## src/rtl/clock_div_if.sv

```systemverilog
// rtl/clock_div_if.sv - divided-clock output bundle for clock_div
`timescale 1ns/1ps

interface clock_div_if;
    logic slow_clk;

    modport master (output slow_clk);
    modport slave  (input  slow_clk);
endinterface

```

## src/rtl/clock_div.sv

```systemverilog
// rtl/clock_div.sv - integer clock divider, 50% duty for even div, half-cycle balanced for odd div
`timescale 1ns/1ps

module clock_div #(
    parameter int div = 5
) (
    input  logic        clk,
    input  logic        rst,
    clock_div_if.master out_if
);

    localparam int half = div / 2;
    localparam int cw   = (div > 1) ? $clog2(div) : 1;

    if (div < 1 || div > 65535) begin : g_bad_div
        $error("clock_div: div must be in 1..65535");
    end

    if (div == 1) begin : g_bypass
        assign out_if.slow_clk = clk & ~rst;
    end else begin : g_divide
        logic [cw-1:0] cnt;
        logic [cw-1:0] cnt_next;
        logic          q_p;

        always_comb begin
            cnt_next = cnt + cw'(1);
            if (cnt == cw'(div - 1)) begin
                cnt_next = '0;
            end
        end

        // q_p tracks the upper half of the count so it is already aligned to the new cnt
        always_ff @(posedge clk or posedge rst) begin
            if (rst) begin
                cnt <= '0;
                q_p <= 1'b0;
            end else begin
                cnt <= cnt_next;
                q_p <= (cnt_next >= cw'(half));
            end
        end

        if (div % 2 == 0) begin : g_even
            assign out_if.slow_clk = q_p;
        end else begin : g_odd
            logic q_n;

            // Delaying the rise by half a cycle balances high and low time around div/2
            always_ff @(negedge clk or posedge rst) begin
                if (rst) begin
                    q_n <= 1'b0;
                end else begin
                    q_n <= q_p;
                end
            end

            assign out_if.slow_clk = q_p & q_n;
        end
    end

endmodule

```

## src/flat_wrapper.sv

```systemverilog
// flat-port wrapper written by rule: the top's interface ports become plain ports
module clock_div_flat 
#(
    parameter int div = 5
)
  (clk, rst, out_if_slow_clk);
  clock_div_if out_if_i ();
  input  logic clk;
  input  logic rst;
  output wire logic [$bits(out_if_i.slow_clk)-1:0] out_if_slow_clk;
  assign out_if_slow_clk = out_if_i.slow_clk;
  clock_div #(.div(div)) u_core (.clk(clk), .rst(rst), .out_if(out_if_i));
endmodule
```

## config.mk

```make
export PLATFORM = sky130hd
export DESIGN_NAME = clock_div_flat
export DESIGN_NICKNAME = d
export VERILOG_FILES = /design/src/rtl/clock_div_if.sv /design/src/rtl/clock_div.sv /design/src/flat_wrapper.sv
export SDC_FILE = /design/constraint.sdc
export NUM_CORES = 1
export LEC_CHECK = 0
export CORE_AREA = 2 2 39 41
export CTS_CLUSTER_DIAMETER = 80
export CTS_CLUSTER_SIZE = 40
export DETAILED_ROUTE_END_ITERATION = 6
export DIE_AREA = 0 0 41 43
export GPL_TIMING_DRIVEN = 0
export HOLD_SLACK_MARGIN = 0.03
export PLACE_DENSITY = 0.32
export SLEW_MARGIN = 20
export SYNTH_ARGS = -nofsm -noshare
export SYNTH_HDL_FRONTEND = slang
export SYNTH_SLANG_ARGS = --single-unit
```

## constraint.sdc

```tcl
create_clock -name clk -period 2.1 [get_ports clk]
set_clock_uncertainty 0.15 [all_clocks]
set_input_delay 0.42 -clock clk [delete_from_list [all_inputs] [get_ports clk]]
set_output_delay 0.42 -clock clk [all_outputs]
set_load 0.01 [all_outputs]
```

Yosys cells after proc, flatten, opt, wreduce, memory -nomap -nowiden
Cells that the tools add are included.

Output and inout port bits: 1. Flip-flop bits (word level): 5. Input port bits: 2. Word-level logic and storage cells: 8.

Add/sub/neg operators: 1. Eq/ne operators: 1. $lt $le $gt $ge: 1. Mux-type cells: 1. Bitwise logic cells: 1.

Operators by type and width (number): adder 3 x 1 -> 3 bit, second input constant (1); equality test 3 bit, second input constant (1); >= comparator 3 x 2 -> 1 bit, second input constant (1); two-way mux 3 bit (1); AND 1 bit (1).

Longest topological paths before layout
Gate-level depths: netlist (run 1).

Word-level depth: 3. Depth in mapped cells: 4. Mapped depth without buffers: 4.

==> impl_metrics.ini, run 1 <==
[outcome]
status = finished with violations
violations = negative setup slack

[detailed_routing]
routed_wl_um = 280
antenna_left = 0
wl_per_cell_um = 7.37
via_per_inst = 3.29
vias = 125
drt_iter0_drc = 2
dr.pass1.iters = 2
drc = 0

[power_and_ir_drop]
p_comb_share_pct = 1.8
p_int_uw = 170
leakage_nw = 0.129
switching_share_pct = 19.4
seq_power_share_pct = 45.8
power_switching_uw = 41.0
p_per_area_nw_per_um2 = 786
ir_drop_mv = 0.248
clockPowerShare_pct = 52.4

[clock_network]
cts_tree = yes
cts_hold_repair.buffers = 0
cts_made_buffers = 3
clkTransAtPathRegs_ns = 0.04
cts_root_buffer = clkbuf_4
post_cts_buffers = 0
clock_path_buffers = 2
clock_latency_ns = 0.24
cts_sinks = 5
h-tree-depth = 1

[global_route]
grt_start_max_net_pins = 6
grt_pass1_wl_um = 524
grt_use_total_pct = 5.34
grt_pass1_vias = 132
overflow = 0
grt_antenna_before_repair = 0

[die]
core_sq_um = 1380
std_cell_rows = 14
fp.dieW_um = 41
initial_core_util_pct = 14.4
dieArea_sq_um = 1760
io_pins = 3
die_h_um = 43

[finish]
finalNetCount = 27
syn_to_final_growth_pct = 35.2
multi_input_area_sq_um = 65.1
drive_gt1_share_pct = 22.7
design_area_sq_um = 269
seqCellArea_sq_um = 125
antenna-diode-count = 0
n_fill_cell = 144

[yosys]
synth_cell_types = 10
ys_seq_area_share_pct = 62.9
avgSynthCellArea_sq_um = 12.4
ys_top_cells_by_area = dfrtp_1 (50%), dfrtn_1 (13%), ha_1 (13%), inv_1 (5.7%), or3b_1 (4.4%)
synth-xor-area-share_pct = 0
synth_compound_area_share_pct = 2.52
synth_top_family_by_area = simple AND/OR/NAND/NOR gates
synth_top_area_share_pct = 50.3
synth_fp_nets = 20
yosys.area.top_type = dfrtp_1
synth_cells = 16
synthAdderAreaFrac_pct = 12.6
synth-simple-area-share_pct = 16.4
syn_area_sq_um = 199
synth_warnings = 0
ys_seq_elements = 5
muxShareOfSynthArea_pct = 0

[placed_design]
dp_hpwl_um = 218
io_buffer_count = 2
gp_congestion = 0.736
placed_area_sq_um = 241

[critical_path]
worstSetupEndpointType = output pin
cp-start-kind = register
crit_path_top_delay_cell = dfrtn_1
cp.arrival_ns = 1.90
required_ns = 1.53
slowest_delay_ns = 0.38
path_cells = and2_4, buf_6
setup.worst_path.class = reg2out
crit_family = flip-flops
crit_buf_inv = 1
path_max_fanout = 1

[timing]
slew_headroom_pct = 87.2
rsz0062_at_grt = yes
setup_viol = 1
tns_ns = -0.368
hold_viol = 0
worst_slack_ns = -0.368
drv_slew = 0
tightest_slew_ns = 0.192

[worst_hold_path]
hold_class = in2async

[flow_run]
maxCapViolCount = 0
## power by group through the flow
| stage | logic, mW | clock network [mW] | registers [mW] |
|---|---|---|---|
| finish | 0.00372 | 0.111 | 0.0968 |
| global route | 0.00422 | 0.121 | 0.0967 |
| CTS | 0.00400 | 0.117 | 0.0968 |
| detailed placement | 0.00394 | 0 | 0.0982 |
| global placement | 0.00403 | 0 | 0.0982 |
| floorplan | 0.00156 | 0 | 0.0982 |
## per-stage QoR
step	std cells	total power [mW]	hold WS, ns	utilization [%]	worst slack (ns)
5_1_grt	38	0.222	0.238	19.4	-0.408
4_1_cts	38	0.218	0.231	19.4	-0.381
3_5_place_dp	34	0.102	0.313	17.5	-0.526
2_1_floorplan	16	0.0998	0.0485	-	-0.0188
3_3_place_gp	34	0.102	0.295	17.5	-0.528
6_report	38	0.211	0.227	19.4	-0.368
## cell families after synthesis
logic type,count (synthesis)
fa+ha+maj,2
flops,5
simple gates,5
buf+inv,3
compound gates,1
## registers in the layout (all words and copies together), names as in the netlist
signal                     count
u_core.g_divide.q_p            1
u_core.g_divide.g_odd.q_n      1
u_core.g_divide.cnt            3
## what timing repair did
action                     in CTS  in global routing
setup endpoints to repair       1                  1
pin swaps                       0                  0
resized for setup               5                  0
## final cells by class
| class | instances | area share [%] |
|---|---|---|
| Clock buffer | 4 | 9.77 |
| Inverter | 3 | 4.19 |
| Multi-Input combinational cell | 8 | 24.2 |
| Sequential cell | 5 | 46.5 |
| Tap cell | 16 | 7.44 |
| Timing Repair Buffer | 2 | 7.91 |
## per-layer routing
| layer | up-vias | track usage, % | routed length [um] | share of wire (%) |
|---|---|---|---|---|
| li1 | 62 | - | - | - |
| met1 | 58 | 4.89 | 120 | 43 |
| met2 | 5 | 6.25 | 119 | 43 |
| met3 | 0 | 7.85 | 40 | 14 |
| met4 | 0 | 2.00 | 0 | 0 |
| met5 | - | 0 | 0 | 0 |
## worst paths after layout
path,start,endpoint,slack (ns),depth (start not counted)
worst max-delay path,u_core.g_divide.g_odd.q_n,out_if_slow_clk,-0.37,2
worst min-delay path,rst,u_core.g_divide.cnt[2],0.23,2
worst max register to register,u_core.g_divide.q_p,u_core.g_divide.g_odd.q_n,0.39,0
worst min register to register,u_core.g_divide.cnt[0],u_core.g_divide.cnt[0],0.31,1
max in group asynchronous,rst,u_core.g_divide.g_odd.q_n,0.45,2
min in group clk,u_core.g_divide.cnt[0],u_core.g_divide.cnt[0],0.31,1
## cells in the mapped netlist
master	n
a21oi_1	1
and2_1	1
dfrtn_1	1
dfrtp_1	4
ha_1	2
inv_1	3
nand2_1	1
nand2b_1	1
nand3b_1	1
or3b_1	1
## cells in the final DEF (no fill, tap or decap)
master / n
dfrtp_1: 4
inv_1: 3
clkbuf_4: 3
ha_1: 2
or3b_1: 1
nand2b_1: 1
nand2_1: 1
a21oi_1: 1
nand3b_1: 1
and2_4: 1
clkbuf_1: 1
clkdlybuf4s50_1: 1
buf_6: 1
dfrtn_1: 1
Power figures use the tool's default switching activity.
==> run 2: changes to the inputs <==
--- a/config.mk
+++ b/config.mk
@@ -6,7 +6,7 @@
 export NUM_CORES = 1
 export LEC_CHECK = 0
 export CORE_AREA = 2 2 39 41
-export CTS_CLUSTER_DIAMETER = 80
+export CTS_CLUSTER_DIAMETER = 50
 export CTS_CLUSTER_SIZE = 40
 export DETAILED_ROUTE_END_ITERATION = 6
 export DIE_AREA = 0 0 41 43
==> results of run 2 <==
No change in the layout: final DEF, timing and power equal those of run 1.
